--- config.mk ---
export PLATFORM = sky130hd
export DESIGN_NAME = rm_step_scheduler
export DESIGN_NICKNAME = d
export VERILOG_FILES = /design/src/rtl/rm_step_scheduler.sv
export SDC_FILE = /design/constraint.sdc
export NUM_CORES = 2
export LEC_CHECK = 0
export CORE_ASPECT_RATIO = 1.1
export CORE_UTILIZATION = 45
export CTS_CLUSTER_SIZE = 10
export DETAILED_ROUTE_END_ITERATION = 16
export PLACE_DENSITY_LB_ADDON = 0.3
export SYNTH_ARGS = -nofsm -noshare
export SYNTH_HDL_FRONTEND = slang
export SYNTH_SLANG_ARGS = --single-unit
--- constraint.sdc ---
create_clock -name clk_i -period 43.6 [get_ports clk_i]
set_clock_uncertainty 0.15 [all_clocks]
set_input_delay 6.54 -clock clk_i [delete_from_list [all_inputs] [get_ports clk_i]]
set_output_delay 6.54 -clock clk_i [all_outputs]
set_load 0.01 [all_outputs]
--- src/rtl/rm_step_scheduler.sv ---
// rtl/rm_step_scheduler.sv - orders multi-lane RVFI retirements into single ISS step requests
// Buffers retirements in program order and hands them out one at a time over a req/ack handshake.
module rm_step_scheduler #(
  parameter int NRET    = 2,
  parameter int DEPTH   = 8,
  parameter int ORDER_W = 64
) (
  input  logic                          clk_i,
  input  logic                          rst_i,
  input  logic [NRET-1:0]               ret_valid_i,
  input  logic [NRET*ORDER_W-1:0]       ret_order_i,
  input  logic [NRET-1:0]               ret_halt_i,
  input  logic                          enable_i,
  input  logic                          flush_i,
  input  logic                          resume_i,
  output logic                          step_req_o,
  output logic [ORDER_W-1:0]            step_order_o,
  output logic                          step_halt_o,
  input  logic                          step_ack_i,
  output logic [$clog2(DEPTH):0]        pending_o,
  output logic                          halted_o,
  output logic                          overflow_o,
  output logic                          order_err_o,
  output logic                          late_ret_o,
  output logic [31:0]                   step_cnt_o
);

  localparam int AW = $clog2(DEPTH);
  localparam int PW = AW + 1;

  typedef enum logic [1:0] {
    S_IDLE   = 2'd0,
    S_ISSUE  = 2'd1,
    S_HALTED = 2'd2
  } state_t;

  state_t state_q, state_d;

  logic [ORDER_W-1:0] ord_mem_q [DEPTH];
  logic [DEPTH-1:0]   halt_mem_q;
  logic [AW-1:0]      rd_ptr_q, rd_ptr_d;
  logic [AW-1:0]      wr_ptr_q, wr_ptr_d;
  logic [PW-1:0]      pending_q, pending_d;
  logic               flush_pend_q, flush_pend_d;
  logic               prev_valid_q, prev_valid_d;
  logic [ORDER_W-1:0] prev_order_q, prev_order_d;
  logic               overflow_q, overflow_d;
  logic               order_err_q, order_err_d;
  logic               late_ret_q, late_ret_d;
  logic [31:0]        step_cnt_q, step_cnt_d;

  logic [ORDER_W-1:0] head_order;
  logic               head_halt;
  logic               ack_fire;
  logic               flush_req;
  logic               clear_buf;
  logic               push_ok;
  logic [PW-1:0]      free_slots;
  logic [PW-1:0]      n_push;
  logic               drop;
  logic [NRET-1:0]    lane_we;
  logic [AW-1:0]      lane_idx [NRET];

  assign head_order = ord_mem_q[rd_ptr_q];
  assign head_halt  = halt_mem_q[rd_ptr_q];

  // Buffer bookkeeping: free space is judged against start-of-cycle occupancy only.
  always_comb begin
    ack_fire   = (state_q == S_ISSUE) && step_ack_i;
    flush_req  = flush_i || flush_pend_q;
    clear_buf  = ((state_q == S_IDLE) && flush_i) ||
                 (ack_fire && !head_halt && flush_req) ||
                 ((state_q == S_HALTED) && (flush_i || resume_i));
    push_ok    = (state_q != S_HALTED) && !flush_i && !clear_buf;
    free_slots = PW'(DEPTH) - pending_q;
    n_push     = '0;
    drop       = 1'b0;
    lane_we    = '0;
    for (int k = 0; k < NRET; k++) begin
      lane_idx[k] = wr_ptr_q + AW'(n_push);
      if (ret_valid_i[k] && push_ok) begin
        if (n_push < free_slots) begin
          lane_we[k] = 1'b1;
          n_push     = n_push + PW'(1);
        end else begin
          drop = 1'b1;
        end
      end
    end
  end

  always_comb begin
    rd_ptr_d     = rd_ptr_q + AW'(ack_fire);
    wr_ptr_d     = wr_ptr_q + AW'(n_push);
    pending_d    = pending_q + n_push - {{(PW-1){1'b0}}, ack_fire};
    if (clear_buf) begin
      rd_ptr_d  = '0;
      wr_ptr_d  = '0;
      pending_d = '0;
    end
    flush_pend_d = (state_q == S_ISSUE) && !ack_fire && flush_req;
    prev_valid_d = prev_valid_q;
    prev_order_d = prev_order_q;
    order_err_d  = order_err_q;
    step_cnt_d   = step_cnt_q;
    if (ack_fire) begin
      if (prev_valid_q && (head_order != prev_order_q + ORDER_W'(1))) begin
        order_err_d = 1'b1;
      end
      prev_valid_d = 1'b1;
      prev_order_d = head_order;
      step_cnt_d   = step_cnt_q + 32'd1;
    end
    // A resumed run starts a fresh order sequence.
    if ((state_q == S_HALTED) && resume_i) begin
      prev_valid_d = 1'b0;
    end
    overflow_d = overflow_q || drop;
    late_ret_d = late_ret_q || ((state_q == S_HALTED) && (|ret_valid_i));
  end

  always_ff @(posedge clk_i or posedge rst_i) begin
    if (rst_i) begin
      for (int i = 0; i < DEPTH; i++) begin
        ord_mem_q[i] <= '0;
      end
      halt_mem_q   <= '0;
      rd_ptr_q     <= '0;
      wr_ptr_q     <= '0;
      pending_q    <= '0;
      flush_pend_q <= 1'b0;
      prev_valid_q <= 1'b0;
      prev_order_q <= '0;
      overflow_q   <= 1'b0;
      order_err_q  <= 1'b0;
      late_ret_q   <= 1'b0;
      step_cnt_q   <= '0;
    end else begin
      for (int k = 0; k < NRET; k++) begin
        if (lane_we[k]) begin
          ord_mem_q[lane_idx[k]]  <= ret_order_i[k*ORDER_W +: ORDER_W];
          halt_mem_q[lane_idx[k]] <= ret_halt_i[k];
        end
      end
      rd_ptr_q     <= rd_ptr_d;
      wr_ptr_q     <= wr_ptr_d;
      pending_q    <= pending_d;
      flush_pend_q <= flush_pend_d;
      prev_valid_q <= prev_valid_d;
      prev_order_q <= prev_order_d;
      overflow_q   <= overflow_d;
      order_err_q  <= order_err_d;
      late_ret_q   <= late_ret_d;
      step_cnt_q   <= step_cnt_d;
    end
  end

  always_ff @(posedge clk_i or posedge rst_i) begin
    if (rst_i) begin
      state_q <= S_IDLE;
    end else begin
      state_q <= state_d;
    end
  end

  always_comb begin
    state_d = state_q;
    case (state_q)
      S_IDLE: begin
        if ((pending_q != '0) && enable_i && !flush_i) begin
          state_d = S_ISSUE;
        end
      end
      S_ISSUE: begin
        // The request is held until acked regardless of enable or flush.
        if (step_ack_i) begin
          if (head_halt) begin
            state_d = S_HALTED;
          end else if (flush_req) begin
            state_d = S_IDLE;
          end else if ((pending_q > PW'(1)) && enable_i) begin
            state_d = S_ISSUE;
          end else begin
            state_d = S_IDLE;
          end
        end
      end
      S_HALTED: begin
        if (resume_i) begin
          state_d = S_IDLE;
        end
      end
      default: state_d = S_IDLE;
    endcase
  end

  always_comb begin
    step_req_o   = 1'b0;
    step_order_o = '0;
    step_halt_o  = 1'b0;
    halted_o     = 1'b0;
    case (state_q)
      S_ISSUE: begin
        step_req_o   = 1'b1;
        step_order_o = head_order;
        step_halt_o  = head_halt;
      end
      S_HALTED: halted_o = 1'b1;
      default: ;
    endcase
  end

  assign pending_o   = pending_q;
  assign overflow_o  = overflow_q;
  assign order_err_o = order_err_q;
  assign late_ret_o  = late_ret_q;
  assign step_cnt_o  = step_cnt_q;

endmodule
=== Word-level counts from Yosys, hierarchy flattened ===
Cells that the tools add are included.

* Output and inout bits: 106
* Logic and storage cells: 138
* Bits of input ports: 138
* Register bits after elaboration: 633

* Bitwise gates (word level): 3
* Order comparisons: 13
* $add $sub $neg: 9
* Multiplexer cells: 49
* Eq/ne operators: 7
* Reduce and logical (&&, ||, !) cells: 37

{| class="wikitable"
|+ Operators by type and width
! operator !! number
|-
| bitwise mux 512 bit || 2
|-
| 2-to-1 mux 512 bit || 2
|-
| demux 64 bit (select 3 bit) || 2
|-
| 2-to-1 mux 64 bit || 5
|-
| binary-select mux 64 bit (select 3 bit) || 1
|-
| adder 64 x 1 -> 64 bit, second input constant || 1
|-
| inequality test 64 bit || 1
|-
| adder 32 x 1 -> 32 bit, second input constant || 1
|-
| logical AND 1 bit || 21
|-
| 2-to-1 mux 1 bit || 20
|-
| bitwise mux 8 bit || 2
|-
| 2-to-1 mux 8 bit || 2
|-
| greater-or-equal comparator 4 bit, second input constant || 3
|-
| less-than comparator 3 x 4 -> 1 bit, second input constant || 3
|-
| 2-to-1 mux 4 bit || 3
|-
| inverter 3 -> 4 bit || 3
|-
| less-than comparator 4 x 1 -> 1 bit, second input constant || 2
|-
| 2-to-1 mux 2 bit || 4
|-
| adder 3 bit || 2
|-
| demux 1 bit (select 3 bit) || 2
|-
| greater-or-equal comparator 3 x 1 -> 1 bit, second input constant || 2
|-
| logical OR 1 bit || 6
|-
| 2-to-1 mux 3 bit || 2
|-
| inequality test 2 bit, second input constant || 3
|-
| 20 further kinds || 23
|}

=== Logic depth before layout (Yosys ltp) ===
* Word-level depth: 19
* Gate-level depth with buffers: 18
* Gate-level depth less buffers: 18

=== Worst setup path after synthesis ===
No wires, ideal clock.

* Kind: input to register
* Start point: input port step_ack_i
* End point: register pending_q[2] (netlist: pending_o[2])
* Data required time: 43.309 ns
* Data arrival time: 8.866 ns
* Setup time: 0.141 ns
* Buffers on the path: 0
* Slack: 34.443 ns
* Stages: 15
* Cells stage by stage: nand2_1 o32a_4 nand3_2 nand2b_2 inv_2 ha_1 nand2_1 o21ai_0 inv_1 ha_1 inv_1 ha_1 fa_1 xnor2_1 nor2_1

* Cells in the longest elaborated chain, start to end: 15
* Elaborated cells on any way between the ends: 17
* Those cells by class: add/sub (3); order compare (1); mux (4); reduce/logical (9)

{| class="wikitable"
|+ Ends and longest elaborated chain
! element !! line !! source
|-
| start, declared || 19 || <nowiki>input logic step_ack_i,</nowiki>
|-
| logical AND 1 bit * || 69 || <nowiki>ack_fire = (state_q == S_ISSUE) && step_ack_i;</nowiki>
|-
| logical AND 1 bit (2 in a row) || 72 || <nowiki>(ack_fire && !head_halt && flush_req) ||</nowiki>
|-
| logical OR 1 bit || 71 || <nowiki>clear_buf = ((state_q == S_IDLE) && flush_i) ||</nowiki>
|-
| logical OR 1 bit || 72 ||
|-
| zero test 1 bit || 74 || <nowiki>push_ok = (state_q != S_HALTED) && !flush_i && !clear_buf;</nowiki>
|-
| logical AND 1 bit || 74 ||
|-
| logical AND 1 bit || 81 || <nowiki>if (ret_valid_i[k] && push_ok) begin</nowiki>
|-
| 2-to-1 mux 1 bit || 81 ||
|-
| adder 4 x 1 -> 4 bit or less-than comparator 4 bit (tied branches) || 84, 82 ||
|-
| 2-to-1 mux 4 bit || 82 || <nowiki>if (n_push < free_slots) begin</nowiki>
|-
| 2-to-1 mux 4 bit || 81 ||
|-
| adder 4 bit || 95 || <nowiki>pending_d = pending_q + n_push - {{(PW-1){1'b0}}, ack_fire};</nowiki>
|-
| subtractor 4 x 1 -> 4 bit || 95 ||
|-
| 2-to-1 mux 4 bit * || 96 || <nowiki>if (clear_buf) begin</nowiki>
|-
| via pending_d[2] || 43 || <nowiki>logic [PW-1:0] pending_q, pending_d;</nowiki>
|-
| end signal, assigned || 147 || <nowiki>pending_q <= pending_d;</nowiki>
|-
| end, declared || 43 ||
|}

The timed path passes the listed nets; every way through them passes the cells marked *.
A chain may end at the register's enable or synchronous reset.

=== Worst setup path after layout ===
* Start point: register rd_ptr_q[1]
* End point: output port step_order_o[19]

* Cells in the longest elaborated chain, start to end: 5

{| class="wikitable"
|+ Ends and longest elaborated chain
! element !! line !! source
|-
| start, declared || 41 || <nowiki>logic [AW-1:0] rd_ptr_q, rd_ptr_d;</nowiki>
|-
| start signal, assigned || 145 || <nowiki>rd_ptr_q <= rd_ptr_d;</nowiki>
|-
| inverter 3 -> 4 bit (implied by the code) || 64 || <nowiki>assign head_order = ord_mem_q[rd_ptr_q];</nowiki>
|-
| binary-select mux 64 bit (select 3 bit) || 64 ||
|-
| 2-to-1 mux 64 bit (implied by the code) (2 in a row) || 64 ||
|-
| 2-to-1 mux 64 bit || 202 || <nowiki>case (state_q)</nowiki>
|-
| end, declared || 17 || <nowiki>output logic [ORDER_W-1:0] step_order_o,</nowiki>
|}

No other way between the ends. The select of a mux whose other input is x is not followed.

==> out/qor.yml <==
die_x_um: 270
root_buffer: "clkbuf_16"
fmax_mhz: 85.6
cts_resized: 0
slew_viol_final: 0
core_um2: 77800
drt_iter0_drc: 2299
stdcell_area_um2: 39800
synthSimpleGateAreaFrac: 0.114
syn_area_per_cell_um2: 10.0
synth.area.mux_share: 0.238
drive_gt1_frac: 0.0772
hold_viol: 0
synth_compound_area_frac: 0.0999
yosys.area.top_type_share: 0.446
yosysWarnings: 0
antenna_found_initial: 8
syn-num-nets: 3692
post-route-drc-count: 0
critical_path_class: "register to primary output"
io_buffers: 243
synth_edf_count: 0
period_share: 0.268
hold_buffers: 0
initial_core_util: 0.457
nets: 3684
synth_most_common_cell: "dfrtp_1"
rows: 107
grt-ovfl-total: 0
synth_area_leaders: "dfrtp_1, mux2i_1, mux4_2, nand2_1, o21ai_1"
viasPerCell: 5.76
cts_tree: "yes"
clkTransAtPathRegs_ns: 0.06
wl_per_cell_um: 23.2
grt_pass1_wl_um: 163000
maxCapViolations: 0
fp.dieH_um: 297
antenna_left: 0
ys_seq_area_frac: 0.446
slew_headroom: 0.172
synth_adder_area_share: 0.00712
dpl_cell_area_um2: 37700
ys.flop_type: "dfrtp_1"
tns_ns: 0
ys_types: 61
dr.pass1.iters: 6
clk_latency_ns: 0.63
grt_max_degree: 152
ir_drop_v: 0.0000280
ys_seq_elements: 633
grt_usage: 0.266
ctsLongestPathBuffers: 3
syn_area_um2: 35500
wl_um: 107000
status: "completed"
endpoint_kind: "primary output"
clock_sinks: 633
synthToLayoutAreaGrowth_pct: 12.1
synth_top_area_cell: "dfrtp_1"
syn_inst: 3535
postLayoutCoreUtil: 0.512
dieArea_um2: 80100
cp_max_fo: 53
htree_levels: 3
place_congestion: 0.919
startpoint_type: "register"
hold_path.class: "register to register"
hpwlAfterDp_um: 64700
cts_buffers: 75
grt_pass1_vias: 25691
power_density_nw_per_um2: 56.4
fillers: 6973
required_ns: 36.91
post_cts_buffers: 0
synth_top_family_by_area: "multiplexers"
max_slew.worst_pin.slew_ns: 1.21
period_minus_slack_ns: 11.68
vias: 26431
setup_viol: 0
yosys-top-cells-count: "dfrtp_1, mux2i_1, nand2_1, o21ai_1, nor2_1"
critical_path_arrival_ns: 4.99
synth_xor_area_frac: 0.0353
async_reset_ff_frac: 1.00
cellLeakagePower_nw: 18.0
rsz0062_at_grt: "no"
io_pins: 244
-- state kept, by name (all words and copies together) (netlist names) --
register	count
rd_ptr_q	3
prev_valid_q	1
state_q	2
order_err_o	1
prev_order_q	64
halt_mem_q	8
pending_o	4
step_cnt_o	32
wr_ptr_q	3
overflow_o	1
late_ret_o	1
flush_pend_q	1
ord_mem_q	512
-- power by group --
group | switching [W] | internal [W] | leakage [nW]
Sequential | 0.000110 | 0.000727 | 8.39
Clock | 0.000245 | 0.000319 | 1.01
Combinational | 0.000484 | 0.000361 | 8.61
Total | 0.000839 | 0.00141 | 18.0
-- kinds of logic after synthesis --
group / count (synthesis)
compound gates: 679
xor+xnor: 143
fa+ha+maj: 19
buf+inv: 401
flops: 633
mux: 717
simple gates: 943
-- worst max-delay path, cell delays in order (launching register included) --
cell and delay, ns:
dfrtp_4 0.87, buf_4 0.63, buf_4 0.85, mux4_2 0.40
o21ai_0 0.86, nor2_1 0.14, clkdlybuf4s50_1 0.53
-- metal layers --
layer / vias to the layer above / wire [um] / track usage
li1: 12258 / - / -
met1: 13072 / 46200 / 0.363
met2: 924 / 50100 / 0.426
met3: 175 / 7070 / 0.0434
met4: 2 / 3140 / 0.0973
met5: - / 11 / 0
-- worst paths after layout --
path	start	endpoint	slack [ns]	cells after the start
worst max-delay path	rd_ptr_q[1]$_DFF_PP0_	step_order_o[19]	31.92	6
worst min-delay path	late_ret_o$_DFF_PP0_	late_ret_o$_DFF_PP0_	0.32	1
worst max register to register	rd_ptr_q[2]$_DFF_PP0_	ord_mem_q[11]$_DFF_PP0_	37.13	15
worst min register to register	late_ret_o$_DFF_PP0_	late_ret_o$_DFF_PP0_	0.32	1
max in group asynchronous	rst_i	ord_mem_q[230]$_DFF_PP0_	34.74	4
min in group asynchronous	rst_i	ord_mem_q[455]$_DFF_PP0_	6.31	2
-- stage by stage --
stage,total power (W),cells,worst slack [ns],hold slack [ns]
after detailed placement,0.00169,4485,32.61,0.304
after floorplan,0.00139,3535,19.18,0.295
after global routing,0.00236,4591,31.79,0.335
after global placement,0.00167,4485,32.63,0.299
after CTS,0.00225,4585,31.94,0.318
final,0.00225,4591,31.92,0.319
-- cells in the final DEF (no fill, tap or decap), types with 97 or more instances in the layout --
cell type,Yosys,routed
o21ai_1,264,264
clkdlybuf4s50_1,0,243
o21ai_0,224,224
xnor2_1,97,97
a21oi_1,139,139
mux2i_1,613,613
nor2_1,239,233
mux4_2,103,103
nand2_1,516,514
dfrtp_1,633,630
-- cell type report --
cell class	instances	area (um^2)	share of cell area
multi-input combinational	2501	17700	0.445
sequential	633	15800	0.398
timing repair buffer	287	2780	0.0697
clock buffer	92	1990	0.0500
tap	1035	1290	0.0325
inverter	29	116	0.00292
clock inverter	8	73.8	0.00185
antenna	6	15.0	0.000377
Power figures use the tool's default switching activity.
